## src/rtl/pulse_width_meter.sv

```systemverilog
// pulse_width_meter: per-channel high-time measurement in prescaled ticks with saturation and glitch rejection.
// Optional PULSE_WIDTH_METER_AVG_EN: report the mean of the last four accepted widths.
module pulse_width_meter #(
    parameter int N_CH        = 4,
    parameter int CNT_W       = 13,
    parameter int PRESCALE    = 100,
    parameter int RESET_WIDTH = 300,
    parameter int MIN_WIDTH   = 2
) (
    input  logic                    clk,
    input  logic                    reset,
    input  logic [N_CH-1:0]         vin,
    output logic [N_CH*CNT_W-1:0]   out,
    output logic [N_CH-1:0]         valid,
    output logic [N_CH-1:0]         ovf,
    output logic [N_CH-1:0]         glitch
);
    localparam int PW = $clog2(PRESCALE);
    localparam logic [CNT_W-1:0] MAX_CNT = '1;
    localparam logic [CNT_W-1:0] RST_VAL = CNT_W'(RESET_WIDTH);
    localparam logic [CNT_W-1:0] MIN_CNT = CNT_W'(MIN_WIDTH);

    typedef enum logic [1:0] {WAIT_LOW, IDLE, HIGH} state_t;

    logic [N_CH-1:0] s1_q, s2_q;
    logic [PW-1:0]   pre_q, pre_d;
    logic            tick;

    assign tick  = pre_q == PW'(PRESCALE - 1);
    assign pre_d = tick ? '0 : pre_q + 1'b1;

    always_ff @(posedge clk or negedge reset) begin
        if (!reset) begin
            s1_q  <= '0;
            s2_q  <= '0;
            pre_q <= '0;
        end else begin
            s1_q  <= vin;
            s2_q  <= s1_q;
            pre_q <= pre_d;
        end
    end

    for (genvar g = 0; g < N_CH; g++) begin : g_ch
        state_t           state_q, state_d;
        logic [CNT_W-1:0] cnt_q, cnt_d, out_q;
        logic             acc, rej, valid_q, ovf_q, glitch_q;
        logic             vs;

        assign vs = s2_q[g];

        always_comb begin
            state_d = state_q;
            cnt_d   = cnt_q;
            acc     = 1'b0;
            rej     = 1'b0;
            if (tick) begin
                case (state_q)
                    WAIT_LOW: state_d = vs ? WAIT_LOW : IDLE;
                    IDLE: if (vs) begin
                        state_d = HIGH;
                        cnt_d   = CNT_W'(1);
                    end
                    HIGH: if (vs) begin
                        cnt_d = (cnt_q == MAX_CNT) ? cnt_q : cnt_q + 1'b1;
                    end else begin
                        state_d = IDLE;
                        acc     = cnt_q >= MIN_CNT;
                        rej     = cnt_q < MIN_CNT;
                    end
                    default: state_d = WAIT_LOW;
                endcase
            end
        end

        always_ff @(posedge clk or negedge reset) begin
            if (!reset) begin
                state_q  <= WAIT_LOW;
                cnt_q    <= '0;
                ovf_q    <= 1'b0;
                glitch_q <= 1'b0;
            end else begin
                state_q  <= state_d;
                cnt_q    <= cnt_d;
                ovf_q    <= acc ? (cnt_q == MAX_CNT) : ovf_q;
                glitch_q <= rej;
            end
        end

`ifdef PULSE_WIDTH_METER_AVG_EN
        logic [CNT_W-1:0] hist_q [4];
        logic [1:0]       ptr_q;
        logic             acc_q;
        logic [CNT_W+1:0] sum;

        // history is written on the accept edge, so the mean is registered one clk later
        assign sum = {2'b0, hist_q[0]} + {2'b0, hist_q[1]} + {2'b0, hist_q[2]} + {2'b0, hist_q[3]};

        always_ff @(posedge clk or negedge reset) begin
            if (!reset) begin
                hist_q  <= '{default: RST_VAL};
                ptr_q   <= '0;
                acc_q   <= 1'b0;
                valid_q <= 1'b0;
                out_q   <= RST_VAL;
            end else begin
                if (acc) begin
                    hist_q[ptr_q] <= cnt_q;
                    ptr_q         <= ptr_q + 1'b1;
                end
                acc_q   <= acc;
                valid_q <= acc_q;
                out_q   <= acc_q ? CNT_W'(sum >> 2) : out_q;
            end
        end
`else
        always_ff @(posedge clk or negedge reset) begin
            if (!reset) begin
                valid_q <= 1'b0;
                out_q   <= RST_VAL;
            end else begin
                valid_q <= acc;
                out_q   <= acc ? cnt_q : out_q;
            end
        end
`endif

        assign out[g*CNT_W +: CNT_W] = out_q;
        assign valid[g]              = valid_q;
        assign ovf[g]                = ovf_q;
        assign glitch[g]             = glitch_q;
    end
endmodule

```

## config.mk

```make
export PLATFORM = sky130hd
export DESIGN_NAME = pulse_width_meter
export DESIGN_NICKNAME = d
export VERILOG_FILES = /design/src/rtl/pulse_width_meter.sv
export SDC_FILE = /design/constraint.sdc
export NUM_CORES = 1
export LEC_CHECK = 0
export BUFFER_PORTS_ARGS = -buffer_cell sky130_fd_sc_hd__buf_4
export CELL_PAD_IN_SITES_DETAIL_PLACEMENT = 1
export CELL_PAD_IN_SITES_GLOBAL_PLACEMENT = 1
export CORE_UTILIZATION = 43
export CTS_CLUSTER_DIAMETER = 120
export DETAILED_ROUTE_END_ITERATION = 12
export PLACE_DENSITY_LB_ADDON = 0.1
export SETUP_SLACK_MARGIN = 0.15
export SLEW_MARGIN = 0
export SYNTH_ARGS = -nofsm -noshare
export SYNTH_HDL_FRONTEND = slang
export SYNTH_SLANG_ARGS = --single-unit
```

## constraint.sdc

```tcl
create_clock -name clk -period 2.31 [get_ports clk]
set_clock_uncertainty 0.05 [all_clocks]
set_input_delay 0.462 -clock clk [delete_from_list [all_inputs] [get_ports clk]]
set_output_delay 0.462 -clock clk [all_outputs]
set_load 0.005 [all_outputs]
```

# Word level (Yosys, flattened, before mapping)
# Index checks and enable logic that the tools add are counted.
# Widths: inputs -> output; s select.
# totals
reg_bits,139
inputBits,6
out_inout_bits,64
wordCells,142
# classes
n_addsub,5
n_lt_le_gt_ge,8
n_eq_ne,29
muxes,57
n_reduce_logical,16
# ops
op,n
$mux 13,12
$pmux 13 s2,4
$add 13x1->13 const B,4
$eq 13x13->1 const B,4
$ge 13x2->1 const B,4
$lt 13x2->1 const B,4
$ne 2x2->1 const B,16
$mux 1,28
$pmux 2 s3,4
$reduce_and 5->1,4
$mux 2,8
$reduce_and 3->1,4
$eq 2x1->1 const B,4
$eq 2x2->1 const B,4
$logic_not 2->1,4
$reduce_bool 2->1,4
$add 7x1->7 const B,1
$eq 7x7->1 const B,1
$mux 7,1

# Logic depth before layout (Yosys ltp)
# logic_depth
ltp_word,4
depth_mapped,7
mapped_depth_nobuf,6

# Least setup slack after synthesis
# OpenSTA, ideal clock, no wires.
# synth_timing
kind,flip-flop to flip-flop
startpoint,register pre_q[0]
endpoint,register g_ch[0].out_q[0]
setup_time_ns,0.125
arrival_time_ns,2.053
required_ns,2.135
path_slack_ns,0.083
path_stages_with_launch,7
path_buffers,1
period_less_slack_ns,2.227
cell_sequence,dfrtp_1 > ha_1 > and4bb_4 > nand2b_4 > nor4_2 > buf_4 > mux2_2
# synth_between
elab_chain_len,2
# synth_rtl
item,line_no,text
start: declaration,26,"logic [PW-1:0] pre_q, pre_d;"
start signal: assignment,40,pre_q <= pre_d;
$eq 7x7->1,29,assign tick = pre_q == PW'(PRESCALE - 1);
$mux 1,57,if (tick) begin
net g_ch[0].acc,47,"logic acc, rej, valid_q, ovf_q, glitch_q;"
end signal: assignment,123,out_q <= acc ? cnt_q : out_q;
end: declaration,46,"logic [CNT_W-1:0] cnt_q, cnt_d, out_q;"
# The timed path passes the listed nets, and every way through them passes these cells.
# A chain may end at the register's enable or synchronous reset.

# Final worst setup path
# layout_timing
startpoint,register pre_q[0]
endpoint,register g_ch[0].cnt_q[11]
# layout_between
elab_chain_len,2
# layout_rtl
item,line_no,text
$eq 7x7->1,29,
$reduce_and 5->1 (no source line),--,
end signal: assignment,84,cnt_q <= cnt_d;
end: declaration,46,
# No other way between the ends.

==> impl_summary.txt <==
----------------------------------------------------
[Critical path]
  Endpoint kind of the worst setup timing path ... flop
  Worst Reg-to-Reg Cells ... 8
  Instance count on the critical path ... 8
  Startpoint kind of the worst setup timing path ... flop
  Endpoint required time on the critical path ... 2.61 ns
  Cell type with the highest occurrence count on the critical path ... sky130_fd_sc_hd__buf_4
  Arrival time worst endpoint ... 2.42 ns
  Top cell family by delay on the critical path ... simple AND/OR/NAND/NOR gates
  Largest stage delay, worst path ... 0.40 ns
  Crit Path Max Fanout ... 8
  Worst path slowest cell ... sky130_fd_sc_hd__dfrtp_1
  Worst setup path category ... flop to flop
  Series of cell instances along the critical path ... ha_4 -> nand4bb_4 -> buf_4 -> nor4_4 -> buf_4 -> o2111ai_1 -> xor2_1 -> nor2_1
  Number of buffer and inverter instances along the worst setup path ... 2

[Synth]
  Async set-reset flop share out of synthesis ... 100%
  Leading register cell type out of synthesis ... sky130_fd_sc_hd__dfrtp_1
  Nets in the synthesized netlist ... 605
  Count of flip-flops with a built-in enable after synthesis ... 0
  Synth Area in Adders ... 1.69%
  Register bit count reported by yosys ... 139
  Average size of a mapped cell ... 11.3 µm²
  Area fraction in compound gates after synthesis ... 9.07%
  Main combinational cell family by area after synthesis ... simple AND/OR/NAND/NOR gates
  Fraction of the yosys area taken by sequential cells ... 52.6%
  Fraction of synthesized area in multiplexers ... 10.1%
  XOR/XNOR Fraction of Synth Area ... 4.35%
  Cell count after synthesis ... 590
  Yosys cell types ... 62
  Post-synthesis simple-gate area fraction ... 18.5%
  Combined area of all synthesized cells ... 6650 µm²
  Count of yosys warnings during synthesis ... 0

[Place]
  Placer Congestion ... 0.835
  Placed instance count ... 850
  Sum of net half-perimeters after detailed placement ... 11.1 mm
  Placement Cell Area ... 7520 µm²
  Count of port buffers added during placement ... 69

[Floorplanning]
  Initial Utilization ... 43.9%
  Die Footprint ... 16,000 µm²
  I/O pin cnt ... 70
  Cell row count ... 45
  Vertical extent of the die ... 126 µm
  Core box area ... 15,100 µm²
  Width of the chip ... 126 µm

[Drt]
  Via count ... 4,967
  Total wire length after detailed routing ... 16.1 mm
  Routed wire per std cell ... 18.2 µm
  First-pass iteration count of the detailed router ... 4
  Drt first-iter violations ... 298
  DRC Markers ... 0
  Count of nets left with antenna violations after detail routing ... 0
  Average via count per standard cell ... 5.62

[Final layout]
  Design Area, Final ... 8240 µm²
  Area added between synthesis and finish ... 24.0%
  Most frequent cells in the layout ... sky130_fd_sc_hd__dfrtp_1 (123), sky130_fd_sc_hd__buf_4 (102), sky130_fd_sc_hd__nor2_1 (46)
  Final net count ... 698
  Fraction of layout instances using a drive strength above 1 ... 32.0%
  Commonest non-fill, non-tap cell in the layout ... sky130_fd_sc_hd__dfrtp_1
  Diode count ... 0
  Final non-filler cell total ... 884
  Filler instances ... 1,589

[STA]
  Fin Setup TNS ... 0 ns
  Final-report max-slew violation count ... 0
  Period utilization ... 91.7%
  Setup repair after global routing missed its margin ... yes
  Fin Hold WS ... 0.0959 ns
  Worst Tran Pin Value ... 0.578 ns
  Final hold violation count ... 0
  Final min period ... 2.12 ns
  Max-Slew Margin vs Limit ... 60.9%
  Top achievable clock speed ... 0.472 GHz
  Finish-stage setup viols ... 0

[Pwr]
  Combinational share of power ... 1.2%
  Share of total power in sequential cells ... 43.8%
  Peak supply drop ... 0.510 mV
  Leakage power ... 3.87 nW
  Fraction of power spent switching nets ... 19.7%
  Internal power consumption ... 4.49 mW
  Switching component of the power ... 1.10 mW
  Ratio of total power to cell area ... 679 nW/µm²
  Clock Power Share ... 54.9%
  Post-route total power ... 5.59 mW

[Hold path]
  Hold-critical path depth ... 1
  Worst Hold Class ... input pin to flop

[Clock tree]
  Post-CTS clock slew at the launch and capture registers of the worst setup and hold paths ... 0.06 ns
  Clock tree root buffer cell ... sky130_fd_sc_hd__clkbuf_16
  TritonCTS clock tree ... done
  Number of buffers inserted during clock tree synthesis ... 17
  Number of clock sinks ... 139
  Deepest clock path buffer count ... 2
  Depth of the CTS H-tree ... 4
  Clock latency reported for the late side of the worst-skew pair ... 0.42 ns

[Global route]
  Wire length of the first global-routing pass ... 26.8 mm
  Tot GR Track Use ... 21.6%
  Initial antenna violation count ... 0
  Via count of the first global-routing pass ... 5,310
  Pin count of the biggest net entering global routing ... 54
  Grt total ovfl ... 0

[Run status]
  Outcome ... completed

[Flow run]
  MaxCap Viol Count ... 0

----------------------------------------------------
[power by group through the flow]
stage          clock network (mW)  registers (mW)  logic (mW)
2_1_floorplan                   0            2.49     0.00520
3_3_place_gp                    0            2.49      0.0691
3_5_place_dp                    0            2.49      0.0722
4_1_cts                      3.14            2.45      0.0737
5_1_grt                      3.23            2.45      0.0812
6_report                     3.07            2.45      0.0686
[state kept, by name (all words and copies together), names as in the netlist]
register       count
g_ch.cnt_q        52
g_ch.out_q        52
pre_q              7
g_ch.valid_q       4
g_ch.state_q       8
g_ch.ovf_q         4
s2_q               4
g_ch.glitch_q      4
s1_q               4
[per-stage QoR]
stage / setup slack (ns) / utilization [%]
floorplan: 0.157 / -
global placement: 0.164 / 49.6
detailed placement: 0.0906 / 49.6
CTS: 0.184 / 54.2
global route: 0.112 / 54.4
finish: 0.193 / 54.4
[repair_timing]
item | CTS | global route
setup endpoints to repair | 16 | 33
hold buffers | 1 | 0
buffers inserted | 0 | 1
hold endpoints to repair | 44 | 0
pin swaps | 1 | 0
gates resized for setup | 2 | 4
[cell families after synthesis]
kind of cell	after synthesis
and+or+nand+nor	219
DFF	139
AOI/OAI and AO/OA	90
muxes	57
buffers and inverters	43
xor gates and xnor gates	33
adders and majority gates	9
[cell type report]
class	count	area, µm²	share of cell area (%)
Clock buffer	22	484	5.87
Clock inverter	10	186	2.26
Sequential cell	139	3500	42.4
Multi-Input combinational cell	408	2960	36.0
Inverter	10	37.5	0.455
Timing Repair Buffer	107	838	10.2
Tap cell	188	235	2.85
[synth_stat cells (5+ instances only)]
cell	number	share of area, %
sky130_fd_sc_hd__buf_4	13	1.5
sky130_fd_sc_hd__and3_1	14	1.3
sky130_fd_sc_hd__or4_1	7	0.79
sky130_fd_sc_hd__nand2b_1	10	0.94
sky130_fd_sc_hd__nand4_1	12	1.1
sky130_fd_sc_hd__o21ai_0	26	2.0
sky130_fd_sc_hd__ha_1	9	1.7
sky130_fd_sc_hd__buf_2	6	0.45
sky130_fd_sc_hd__xor2_1	21	2.8
sky130_fd_sc_hd__nor2_1	46	2.6
sky130_fd_sc_hd__and4_1	5	0.66
sky130_fd_sc_hd__nand3_1	19	1.4
sky130_fd_sc_hd__o2111ai_1	6	0.79
sky130_fd_sc_hd__mux2_4	10	2.3
sky130_fd_sc_hd__o211ai_1	5	0.56
sky130_fd_sc_hd__dfrtp_1	123	46
sky130_fd_sc_hd__inv_1	10	0.56
sky130_fd_sc_hd__nand2_1	38	2.1
sky130_fd_sc_hd__xnor2_1	12	1.6
sky130_fd_sc_hd__nor2b_1	8	0.75
sky130_fd_sc_hd__clkbuf_1	12	0.68
sky130_fd_sc_hd__dfstp_2	16	6.3
sky130_fd_sc_hd__o31ai_1	5	0.56
sky130_fd_sc_hd__nor4_1	27	2.5
sky130_fd_sc_hd__mux2_2	43	7.3
sky130_fd_sc_hd__a21oi_1	15	1.1
sky130_fd_sc_hd__and2_1	5	0.47
[path summary, 6_finish.rpt]
path	slack, ns	to	startpoint
min	0.1	s1_q[2]	vin[2]
max	0.19	g_ch[0].cnt_q[11]	pre_q[0]
min reg2reg	0.30	s2_q[1]	s1_q[1]
max in group asynchronous	0.98	g_ch[3].out_q[2]	reset
min in group asynchronous	0.52	g_ch[2].out_q[11]	reset
max reg2reg	0.19	g_ch[0].cnt_q[11]	pre_q[0]
[routing by layer]
layer / vias to the layer above / GRT usage (%) / share of wire [%] / wire length (µm)
met5: - / 0 / 0 / 0
met4: 0 / 8.36 / 1.1 / 174
met3: 16 / 4.60 / 2.5 / 404
met2: 87 / 36.8 / 51 / 8200
met1: 2537 / 26.8 / 45 / 7290
li1: 2327 / - / - / -
No activity file was read; power rests on OpenSTA's default activity.
